**src/rtl/adc_capture_sequencer.sv**
```systemverilog
// Paces ADC frames from a sample-rate divider, sequences convst/busy/read per
// channel and hands each captured word downstream over a valid/ready handshake.
module adc_capture_sequencer #(
  parameter int NCH          = 8,
  parameter int DW           = 12,
  parameter int SAMPLE_DIV   = 1250,
  parameter int CONV_LOW     = 2,
  parameter int RD_CYCLES    = 3,
  parameter int BUSY_TIMEOUT = 64
) (
  input  logic                     clkin,
  input  logic                     rst_bar,
  input  logic                     en,
  input  logic                     adc_busy,
  input  logic [DW-1:0]            adc_db,
  output logic                     adc_convst_bar,
  output logic                     adc_cs_bar,
  output logic                     adc_rd_bar,
  output logic [$clog2(NCH)-1:0]   adc_addr,
  output logic [DW-1:0]            dout,
  output logic [$clog2(NCH)-1:0]   dout_ch,
  output logic                     dout_valid,
  input  logic                     dout_ready,
  output logic                     overrun,
  output logic                     timeout_err
);

  localparam int AW   = $clog2(NCH);
  localparam int DVW  = $clog2(SAMPLE_DIV);
  localparam int CMAX = (BUSY_TIMEOUT > CONV_LOW)
                        ? ((BUSY_TIMEOUT > RD_CYCLES) ? BUSY_TIMEOUT : RD_CYCLES)
                        : ((CONV_LOW > RD_CYCLES) ? CONV_LOW : RD_CYCLES);
  localparam int CW   = $clog2(CMAX + 1);

  typedef enum logic [2:0] {
    S_IDLE, S_START, S_WAIT, S_READ, S_HOLD, S_NEXT
  } state_t;

  state_t          state, nxt;
  logic [DVW-1:0]  div_q;
  logic            tick;
  logic [CW-1:0]   cnt;
  logic [AW-1:0]   chan;
  logic            busy_p0, busy_p1;
  logic            seen_rise;
  logic            busy_fall;
  logic            to_hit;
  logic            last_rd;
  logic            last_ch;

  assign tick      = en && (div_q == DVW'(SAMPLE_DIV - 1));
  assign busy_fall = seen_rise && !busy_p1;
  assign to_hit    = (state == S_WAIT) && !busy_fall && (cnt == CW'(BUSY_TIMEOUT - 1));
  assign last_rd   = (state == S_READ) && (cnt == CW'(RD_CYCLES - 1));
  assign last_ch   = (chan == AW'(NCH - 1));
  assign adc_addr  = chan;

  always_ff @(posedge clkin or negedge rst_bar) begin
    if (!rst_bar)        div_q <= '0;
    else if (!en || tick) div_q <= '0;
    else                 div_q <= div_q + 1'b1;
  end

  // ---- busy synchroniser: p0 -> p1, p1 is the usable level
  always_ff @(posedge clkin or negedge rst_bar) begin
    if (!rst_bar) begin
      busy_p0 <= 1'b0;
      busy_p1 <= 1'b0;
    end else begin
      busy_p0 <= adc_busy;
      busy_p1 <= busy_p0;
    end
  end

  always_ff @(posedge clkin or negedge rst_bar) begin
    if (!rst_bar) state <= S_IDLE;
    else          state <= nxt;
  end

  always_comb begin
    nxt = state;
    case (state)
      S_IDLE:  if (tick) nxt = S_START;
      S_START: if (cnt == CW'(CONV_LOW)) nxt = S_WAIT;
      S_WAIT:  if (busy_fall) nxt = S_READ;
               else if (to_hit) nxt = S_NEXT;
      S_READ:  if (last_rd) nxt = S_HOLD;
      S_HOLD:  if (dout_valid && dout_ready) nxt = S_NEXT;
      S_NEXT:  nxt = last_ch ? S_IDLE : S_START;
      default: nxt = S_IDLE;
    endcase
  end

  // First START cycle keeps convst high so a freshly changed adc_addr settles.
  always_comb begin
    adc_convst_bar = !((state == S_START) && (cnt != '0));
    adc_cs_bar     = (state != S_READ);
    adc_rd_bar     = (state != S_READ);
  end

  always_ff @(posedge clkin or negedge rst_bar) begin
    if (!rst_bar)                cnt <= '0;
    else if (state != nxt)       cnt <= '0;
    else if (state == S_START || state == S_WAIT || state == S_READ)
                                 cnt <= cnt + 1'b1;
  end

  always_ff @(posedge clkin or negedge rst_bar) begin
    if (!rst_bar)               seen_rise <= 1'b0;
    else if (state != S_WAIT)   seen_rise <= 1'b0;
    else if (busy_p1)           seen_rise <= 1'b1;
  end

  always_ff @(posedge clkin or negedge rst_bar) begin
    if (!rst_bar)                           chan <= '0;
    else if (state == S_IDLE && tick)       chan <= '0;
    else if (state == S_NEXT && !last_ch)   chan <= chan + 1'b1;
  end

  // ---- capture / handshake stage
  always_ff @(posedge clkin or negedge rst_bar) begin
    if (!rst_bar) begin
      dout       <= '0;
      dout_ch    <= '0;
      dout_valid <= 1'b0;
    end else if (last_rd) begin
      dout       <= adc_db;
      dout_ch    <= chan;
      dout_valid <= 1'b1;
    end else if (dout_valid && dout_ready) begin
      dout_valid <= 1'b0;
    end
  end

  always_ff @(posedge clkin or negedge rst_bar) begin
    if (!rst_bar) begin
      overrun     <= 1'b0;
      timeout_err <= 1'b0;
    end else begin
      if (tick && state != S_IDLE) overrun <= 1'b1;
      if (to_hit)                  timeout_err <= 1'b1;
    end
  end

endmodule

```
**config.mk**
```make
export PLATFORM = sky130hd
export DESIGN_NAME = adc_capture_sequencer
export DESIGN_NICKNAME = d
export VERILOG_FILES = /design/src/rtl/adc_capture_sequencer.sv
export SDC_FILE = /design/constraint.sdc
export NUM_CORES = 1
export LEC_CHECK = 0
export ABC_AREA = 1
export BUFFER_PORTS_ARGS = -buffer_cell sky130_fd_sc_hd__buf_4
export CAP_MARGIN = 15
export CORE_UTILIZATION = 59
export CTS_CLUSTER_SIZE = 30
export DETAILED_ROUTE_END_ITERATION = 10
export MAX_ROUTING_LAYER = met4
export PLACE_DENSITY = 0.82
export SETUP_SLACK_MARGIN = 0.5
export SKIP_LAST_GASP = 1
export SYNTH_ARGS = -nofsm -noshare
export SYNTH_HDL_FRONTEND = slang
export SYNTH_SLANG_ARGS = --single-unit
```
**constraint.sdc**
```tcl
create_clock -name clkin -period 2.24 [get_ports clkin]
set_input_delay 0.56 -clock clkin [delete_from_list [all_inputs] [get_ports clkin]]
set_output_delay 0.56 -clock clkin [all_outputs]
set_load 0.03 [all_outputs]
```
# Yosys cells after proc, flatten, opt, wreduce, memory -nomap -nowiden
# Cells that the tools add are included.
[word_totals] register_bits=45 latchBits=0 ram_bits=0 mem_bits_ro=0 in_bits=17 out_inout_bits=24 word_cells=69 n_memories=0
[op_classes] add_sub_neg=3 n_mul=0 div_mod_pow=0 order_cmp=0 eq_ne=12 shift=0 muxes=17 n_bitwise=0 reduce_logical=25
[ops] operator="3-bit two-way mux" n=8
[ops] operator="3-bit case mux with 6 select lines" n=1
[ops] operator="7-bit two-way mux" n=2
[ops] operator="11-bit by 1-bit adder with 11-bit output, second input constant" n=1
[ops] operator="11-bit equality test, second input constant" n=1
[ops] operator="11-bit two-way mux" n=1
[ops] operator="1-bit logical AND" n=10
[ops] operator="3-bit equality test, second input constant" n=3
[ops] operator="2-bit nonzero test" n=4
[ops] operator="7-bit by 1-bit adder with 7-bit output, second input constant" n=1
[ops] operator="7-bit by 2-bit equality test with 1-bit output, second input constant" n=1
[ops] operator="7-bit by 6-bit equality test with 1-bit output, second input constant" n=1
[ops] operator="7-bit nonzero test" n=1
[ops] operator="3-bit by 2-bit equality test with 1-bit output, second input constant" n=2
[ops] operator="3-bit by 2-bit != test with 1-bit output, second input constant" n=2
[ops] operator="1-bit zero test" n=5
[ops] operator="1-bit two-way mux" n=5
[ops] operator="3-bit by 1-bit adder with 3-bit output, second input constant" n=1
[ops] operator="3-bit by 1-bit equality test with 1-bit output, second input constant" n=1
[ops] operator="3-bit zero test" n=1
[ops] operator="1-bit logical OR" n=3
[ops] operator="3-bit != test" n=1
[ops] operator="3-bit nonzero test" n=1

# Longest topological paths before layout
# Gate-level depths: netlist of run 1.
[logic_depth] ltp_word=10 ltp_mapped=11 mapped_depth_nobuf=11

# Worst setup path before layout of run 1
# Ideal clock, no wire load.
[synth_timing] path_kind="register to output" startpoint="register cnt[0]" endpoint="output adc_convst_bar" t_arrival_ps=1372 required_ps=1680 setup_slack_ps=308 path_stages_with_launch=5 n_path_buf=0 cell_sequence="dfrtp_1 inv_1 ha_1 nand3_1 o21ai_0"
[synth_via] elab_chain_len=3
[synth_rtl] item="start, declared" line="42" source="logic [CW-1:0] cnt;"
[synth_rtl] item="start signal, assigned" line="105" source="cnt <= cnt + 1'b1;"
[synth_rtl] item="7-bit nonzero test" line="96" source="adc_convst_bar = !((state == S_START) && (cnt != '0));"
[synth_rtl] item="1-bit logical AND" line="96"
[synth_rtl] item="1-bit zero test" line="96"
[synth_rtl] item="end, declared" line="16" source="output logic adc_convst_bar,"
# No other way between the ends.

# Worst setup path in the final report of run 1
# Ends and elaborated chain as after synthesis.

==> results of run 1 <==
## path summary, 6_finish.rpt
kind                       depth (start not counted)              to    start  slack [ps]
max                                                5  adc_convst_bar   cnt[0]         400
min                                                1          cnt[0]  rst_bar         240
max reg2reg                                       10          cnt[4]   cnt[0]         580
min reg2reg                                        0         busy_p1  busy_p0         360
max in group asynchronous                          1        state[2]  rst_bar        1600
min in group clkin                                 0         busy_p1  busy_p0         360
## worst max-delay path: stages (launching register included)
cell and delay (ps):
dfrtp_1 390, inv_2 90, ha_4 130, nand3_2 70, o21ai_2 150, buf_6 150
## routing by layer
layer,GRT usage,part of all wire,up-vias
met5,-,0,-
met4,0.07386,0.012,0
met3,0.05536,0.039,6
met2,0.3856,0.51,35
met1,0.2747,0.44,807
li1,-,-,826
## synthesized netlist by cell type (2+ instances only)
library cell / instances
o21bai_1: 2
nor2_1: 26
nand2_2: 4
a21oi_1: 8
inv_2: 2
nand2_4: 2
xor2_1: 7
nand2_1: 22
nand3_2: 2
dfrtp_1: 45
nor3_2: 2
mux2_2: 8
nor3_1: 5
ha_1: 7
inv_1: 34
o21ai_0: 4
nand3_1: 10
mux2_4: 6
nor2_2: 11
nand4_1: 4
nor2_4: 3
## power breakdown
part           total (mW)  internal, mW  switching (mW)
clock               0.496         0.245           0.251
combinational        1.17         0.502           0.672
sequential           1.10         0.986           0.114
## sequential cells by signal (all words and copies together), names as in the netlist
name	count
dout_valid	1
dout	12
div_q	11
busy_p0	1
overrun	1
busy_p1	1
cnt	7
seen_rise	1
state	3
dout_ch	3
adc_addr	3
timeout_err	1
## stage by stage
stage / util / hold WS (ps) / power, mW
global placement: 0.7057 / 339.0 / 2.150
detailed placement: 0.7057 / 346.5 / 2.175
finish: 0.7635 / 243.6 / 2.769
global route: 0.7635 / 284.2 / 2.940
floorplan: - / 264.4 / 1.844
CTS: 0.7519 / 266.3 / 2.760
## area by class of cell
class | instances | area, um2
clock buffer | 7 | 86.33
inverter | 37 | 141.4
tap | 48 | 60.06
multi-input combinational | 140 | 984.7
fill | 256 | 865.8
sequential | 45 | 1129
timing repair buffer | 51 | 394.1
## cell families after synthesis
logic type,Yosys count,share of synthesized area
compound gates,18,0.04892
mux,14,0.08005
xor+xnor,7,0.02724
fa+ha+maj,7,0.03891
flops,45,0.5003
buf+inv,39,0.07505
simple gates,94,0.2296
## timing repair
item / in CTS / in global routing
setup endpoints to repair: 3 / 12
buffers inserted: 7 / 4
gates resized for setup: 10 / 5
pin swaps: 3 / 5
==> impl_metrics.ini, run 1 <==
[routing]
drt.antenna.violating_nets = 0
drcViolationCount = 0
vias_per_cell = 5.104
routed_wl_um = 3992
post_drt_wl_per_cell_um = 12.17
drtIter0Drc = 76
vias = 1674
first_pass_iters = 4

[cells_and_area]
finalInstanceArea_um2 = 2795
stdcell_count = 328
layout.nets = 304
final_cell_mix = buf_4 (48), dfrtp_1 (43), inv_1 (31), nor2_1 (23), nand2_1 (22)
drive_above_1_share = 0.4000
area_growth_syn_to_layout_pct = 24.18
layout_commonest_cell = buf_4
num_antenna_cells = 0

[grt]
grt_pass1_wl_um = 6989
grt_usage = 0.2306
grt_pass1_vias = 1667
grt_max_degree = 46
antenna_found_initial = 0
grt_overflow = 0

[floorplan]
core_um2 = 3661
ios = 41
die_x_um = 63.77
fp.dieArea_um2 = 4066
die_height_um = 63.77
fp-row-count = 22
start_util = 0.6148

[clock_tree]
cts_buffers = 5
clockBufferDepth = 2
clockRootBuffer = clkbuf_8
tritoncts = yes
cts_max_level = 2
numClockSinks = 45
insertion_delay_ps = 290
clk_pin_slew_ps = 80
cts_hold_buf = 0

[yosys]
async_flop_share = 1.000
syn-num-nets = 248
synth_edf_count = 0
synth_top_area_frac = 0.5003
synth-seq-area-share = 0.5003
ys_types = 31
avgSynthCellArea_um2 = 10.05
netlist.top_cell.by_area = dfrtp_1
ys_ff_latch = 45
netlist_area_um2 = 2251
yosys_warnings = 0
synthTopCellsByArea = dfrtp_1 (50%), inv_1 (5.7%), nor2_1 (4.3%), mux2_2 (4.0%), mux2_4 (4.0%)
syn_inst = 224
ys.flop_type = dfrtp_1

[critical_path]
crit_required_ps = 1680
cp_data_arrival_time_ps = 1280
critical_path_class = reg -> out
endpoint_kind = output pin
start_kind = register
cp_max_fo = 2

[status]
outcome = completed

[sta]
finalSetupViolCount = 0
clock_skew_ps = 8.854
tightestPinTransition_ps = 538.6
period_share = 0.8205
slew_violations = 0
fin_ws_ps = 402.1
grt_setup_unrepaired = yes
fmax_ghz = 0.5441
finalCriticalPeriod_ps = 1838
setup_tns_ps = 0
finalHoldViolCount = 0
max_slew_margin = 0.6409

[pwr]
max-vdd-ir-drop_mv = 0.6855
p_leak_nw = 1.436
p_per_area_nw_per_um2 = 990.7

[place]
pre_cts_slack_ps = 563.8
port_buffers = 40
dp_hpwl_um = 2819
placed_cell_area_um2 = 2584
place_congestion = 0.8495
dp.cells = 310

[min_path]
min_path_type = in -> async

[flow_run]
maxCapViolCount = 0
No activity file was read; power rests on OpenSTA's default activity.
==> run 2: changes to the inputs <==
--- a/config.mk
+++ b/config.mk
@@ -8,11 +8,11 @@
 export ABC_AREA = 1
 export BUFFER_PORTS_ARGS = -buffer_cell sky130_fd_sc_hd__buf_4
 export CAP_MARGIN = 15
-export CORE_UTILIZATION = 59
+export CORE_UTILIZATION = 50
 export CTS_CLUSTER_SIZE = 30
 export DETAILED_ROUTE_END_ITERATION = 10
 export MAX_ROUTING_LAYER = met4
-export PLACE_DENSITY = 0.82
+export PLACE_DENSITY = 0.74
 export SETUP_SLACK_MARGIN = 0.5
 export SKIP_LAST_GASP = 1
 export SYNTH_ARGS = -nofsm -noshare
==> constraint.sdc (replaced) <==
create_clock -name clkin -period 1.6 [get_ports clkin]
set_input_delay 0.4 -clock clkin [delete_from_list [all_inputs] [get_ports clkin]]
set_output_delay 0.4 -clock clkin [all_outputs]
set_load 0.03 [all_outputs]
==> run 2 against run 1 <==
The flow now finishes with violations (setup timing); clock skew is 1.3 ps higher; design area increased by 22%; global-route usage increased by 0.054 points.
==> impl_metrics.ini, run 2 (same netlist as run 1, synthesis figures left out) <==
[flow_run]
maxCapViolCount = 0

[cells_and_area]
num-fill-cells = 230
layout.nets = 337
layout_commonest_cell = buf_4
top_regs = dout (12), div_q (11), cnt (7)
final_cell_mix = buf_4 (51), dfrtp_1 (39), buf_6 (30), inv_1 (27), nor2_2 (19)
finalInstanceArea_um2 = 3420
top_register = dout
fin_util = 0.7853
area_growth_syn_to_layout_pct = 51.92
largest_reg_flops = 12
drive_above_1_share = 0.5987
num_antenna_cells = 0
stdcell_count = 366

[pwr]
p_per_area_nw_per_um2 = 1357
p_leak_nw = 1.669
max-vdd-ir-drop_mv = 1.065

[clock_tree]
clockRootBuffer = clkbuf_8
cts_buffers = 5
clk_pin_slew_ps = 90
clockBufferDepth = 2
tritoncts = yes
insertion_delay_ps = 300
numClockSinks = 45
cts_hold_buf = 0
cts_max_level = 2

[sta]
period_share = 1.057
grt_setup_unrepaired = yes
slew_violations = 0
fin_ws_ps = -90.56
finalCriticalPeriod_ps = 1691
fmax_ghz = 0.5915
tightestPinTransition_ps = 576.5
clock_skew_ps = 10.15
finalHoldViolCount = 0
max_slew_margin = 0.6157
finalSetupViolCount = 22

[grt]
grt_pass1_wl_um = 8349
grt_overflow = 0
antenna_found_initial = 0
grt_pass1_vias = 1767
grt_max_degree = 46
grt_usage = 0.2311

[critical_path]
critPathTopFamily = flip-flops
path_buf_inv = 2
critPathMaxStageDelay_ps = 400
cp_cell_sequence = inv_2 > ha_4 > nand3_2 > o21ai_2 > buf_6
critical_path_class = reg -> out
crit_required_ps = 1200
start_kind = register
cp_data_arrival_time_ps = 1290
endpoint_kind = output pin
cp_max_fo = 2
cp_slowest_cell = dfrtp_1

[place]
port_buffers = 40
pre_cts_slack_ps = 0.9049
dp.cells = 317
placed_cell_area_um2 = 2666
dp_hpwl_um = 2982
place_congestion = 0.8570

[floorplan]
fp.dieArea_um2 = 4774
die_x_um = 69.10
start_util = 0.5170
core_um2 = 4354
fp-row-count = 24
ios = 41
die_height_um = 69.10

[routing]
vias_per_cell = 5.142
met3WireLength_um = 176
drt.antenna.violating_nets = 0
wl_met1_um = 2283
dr_wl_met2_um = 3124
post_drt_wl_per_cell_um = 15.53
first_pass_iters = 5
vias = 1882
drtIter0Drc = 94
drcViolationCount = 0
highest_layer = met4
routed_wl_um = 5683

[min_path]
min_path_type = in -> async

[status]
violations = setup timing
outcome = complete, but fails checks
run 2: stage by stage:
| stage | hold WS, ps | power, mW | TNS [ps] |
|---|---|---|---|
| 2_1_floorplan | 104.4 | 2.615 | 0 |
| 3_5_place_dp | 341.8 | 3.114 | 0 |
| 5_1_grt | 127.8 | 4.847 | -2233 |
| 6_report | 84.12 | 4.639 | -564.9 |
| 3_3_place_gp | 334.8 | 3.078 | 0 |
| 4_1_cts | 104.7 | 4.285 | -212.3 |
run 2: area by class of cell:
| class | instances | area, um2 | share of cell area |
|---|---|---|---|
| clock buffers | 7 | 96.34 | 0.02817 |
| flip-flops and latches | 45 | 1134 | 0.3315 |
| inverters | 37 | 146.4 | 0.04281 |
| multi-input cells | 142 | 1232 | 0.3604 |
| clock inverters | 1 | 5.005 | 0.001464 |
| repair buffers | 82 | 740.7 | 0.2166 |
| well taps | 52 | 65.06 | 0.01903 |
run 2: path summary, 6_finish.rpt:
path                            startpoint        endpoint  slack [ps]  cells past startpoint
worst max-delay path                cnt[1]  adc_convst_bar         -90                      5
worst min-delay path               rst_bar         dout[9]          80                      1
worst max register to register      cnt[0]          cnt[3]         -50                     11
worst min register to register     busy_p0         busy_p1         360                      0
max in group asynchronous          rst_bar        state[2]        1080                      1
min in group clkin                adc_busy         busy_p0         210                      1
run 2: routing by layer:
layer / vias to the layer above / track usage
li1: 894 / -
met1: 938 / 0.2809
met2: 40 / 0.3830
met3: 10 / 0.05117
met4: 0 / 0.07483
met5: - / -
run 2: report_power, final:
group          leakage, nW  switching, mW  total, mW  internal [mW]
logic                 1.04           1.17       2.27           1.10
clock network       0.0542          0.395      0.786          0.391
registers            0.578          0.200       1.58           1.38
run 2: repair_timing:
action	in CTS	in global routing
endpoints found under the setup margin	67	67
cloned	2	0
pin swaps	15	18
resized for setup	54	33
buffers inserted	23	16
==> run 3: changes to the inputs <==
--- a/config.mk
+++ b/config.mk
@@ -13,7 +13,7 @@
 export DETAILED_ROUTE_END_ITERATION = 10
 export MAX_ROUTING_LAYER = met4
 export PLACE_DENSITY = 0.74
-export SETUP_SLACK_MARGIN = 0.5
+export SETUP_SLACK_MARGIN = 0.1
 export SKIP_LAST_GASP = 1
 export SYNTH_ARGS = -nofsm -noshare
 export SYNTH_HDL_FRONTEND = slang
==> run 3 against run 2 <==
The run still ends with setup timing left; non-clock buffer count decreased by 20; worst hold slack improved by 12 ps; die area unchanged; total power decreased by 11%; global-route usage decreased by 1.1 points; clock power decreased by 14%; maximum frequency decreased by 0.49%; first-iteration DRC count decreased by 43%; clock skew decreased by 4.2 ps; highest routed layer unchanged.
==> impl_metrics.ini, run 3 (same netlist as run 1, synthesis figures left out) <==
[sta]
max_slew_margin = 0.6249
slew_violations = 0
finalCriticalPeriod_ps = 1699
setup_tns_ps = -608.7
finalSetupViolCount = 22
grt_setup_unrepaired = yes
tightestPinTransition_ps = 562.6
finalHoldViolCount = 0
fin_hold_ws_ps = 96.02
fin_ws_ps = -98.94
clock_skew_ps = 5.962
period_share = 1.062
fmax_ghz = 0.5886

[cells_and_area]
layout.nets = 317
area_growth_syn_to_layout_pct = 36.19
final_cell_mix = buf_4 (57), dfrtp_1 (39), inv_1 (27), nor2_1 (23), nand2_1 (20)
top_register = dout
fin_util = 0.7040
finalInstanceArea_um2 = 3065
drive_above_1_share = 0.4932
top_regs = dout (12), div_q (11), cnt (7)
num_antenna_cells = 0
layout_commonest_cell = buf_4
largest_reg_flops = 12

[grt]
met3_usage = 0.03947
grt_max_degree = 46
gr-max-usage-layer = met2
use_met2 = 0.3711
grt_pass1_wl_um = 8038
grt.met1_usage = 0.2592
grt_pass1_vias = 1777
grt_usage = 0.2200
grt_overflow = 0
antenna_found_initial = 0

[routing]
routed_wl_um = 4771
vias_per_cell = 5.116
vias = 1770
first_pass_iters = 4
drcViolationCount = 0
drtIter0Drc = 54
drt.antenna.violating_nets = 0
post_drt_wl_per_cell_um = 13.79

[clock_tree]
clockRootBuffer = clkbuf_8
insertion_delay_ps = 300
cts_max_level = 2
numClockSinks = 45
tritoncts = yes
clk_pin_slew_ps = 80
clockBufferDepth = 2
cts_hold_buf = 0
cts_buffers = 5

[pwr]
p_per_area_nw_per_um2 = 1346
comb_power_share = 0.458
p_int_mw = 2.520
p_leak_nw = 1.502
pwr-share-clk = 0.164
switching_share = 0.3892
max-vdd-ir-drop_mv = 0.8918
seqPwrFrac = 0.378
p_switching_mw = 1.606

[floorplan]
fp-row-count = 24
fp.dieArea_um2 = 4774
die_height_um = 69.10
die_x_um = 69.10
core_um2 = 4354
ios = 41
start_util = 0.5170

[place]
place_congestion = 0.7737
placed_cell_area_um2 = 2671
port_buffers = 40
dp_hpwl_um = 3012
pre_cts_slack_ps = 19.56

[critical_path]
cp_data_arrival_time_ps = 1300
crit_required_ps = 1200
cp_max_fo = 2
critical_path_class = reg -> out
endpoint_kind = output pin
startpoint = cnt[1]
r2r_slack_ps = -40
crit_end = adc_convst_bar
start_kind = register
r2r_end = dout_ch[2]
reg2reg_depth = 8
worstReg2RegStart = cnt[0]

[status]
outcome = complete, but fails checks
violations = setup timing

[flow_run]
maxCapViolCount = 0

[min_path]
min_path_type = in -> async
## run 3: cell types whose count changed in the layout (fill, tap and decap cells not counted), moves of 3 or more
cell	previous run	this run
nor3_2	4	1
nand3_1	4	7
nand3_2	6	3
nor3_1	1	5
buf_6	30	3
nor2_1	13	23
nand2_1	17	20
buf_4	51	57
nor2_2	19	10
## run 3: cell type report
| class | instances | area, um2 |
|---|---|---|
| tap | 52 | 65.06 |
| inverter | 37 | 141.4 |
| clock inverter | 2 | 10.01 |
| fill | 311 | 1289 |
| multi-input combinational | 142 | 1141 |
| sequential | 45 | 1134 |
| clock buffer | 6 | 72.57 |
| timing repair buffer | 62 | 501.7 |
## run 3: layer usage
layer | vias to the layer above | routed length, um
li1 | 852 | -
met1 | 847 | 1946
met2 | 57 | 2508
met3 | 14 | 197
met4 | 0 | 118
met5 | - | 0
## run 3: timing repair
| action | in CTS | in global routing |
|---|---|---|
| buffers inserted | 11 | 5 |
| gates cloned | 2 | 0 |
| gates resized for setup | 18 | 20 |
| setup endpoints to repair | 27 | 31 |
| pin swaps | 6 | 9 |
## run 3: worst max-delay path, cell delays in order (launching register included)
cell,delay [ps]
dfrtp_1,410
inv_2,90
ha_4,130
nand3_2,70
o21ai_2,150
buf_6,150
## run 3: worst min-delay path by stage
stage / cells after the start / slack [ps] / from / to
after detailed placement: 0 / 340 / busy_p0 / busy_p1
after global placement: 0 / 330 / busy_p0 / busy_p1
after floorplan: 0 / 100 / rst_bar / adc_addr[0]
final: 1 / 100 / rst_bar / div_q[5]
after global routing: 1 / 130 / rst_bar / div_q[6]
after CTS: 1 / 100 / rst_bar / dout_valid
## run 3: power groups by stage
stage	clock network, mW	logic, mW	registers (mW)
2_1_floorplan	0	0.729	1.88
3_3_place_gp	0	1.52	1.56
3_5_place_dp	0	1.54	1.57
4_1_cts	0.701	1.84	1.55
5_1_grt	0.742	2.01	1.59
6_report	0.678	1.89	1.56
## run 3: per-stage QoR
stage	total power, mW	cells
after floorplan	2.613	224
after global placement	3.077	320
after detailed placement	3.117	320
after CTS	4.093	341
after global routing	4.344	346
final	4.126	346
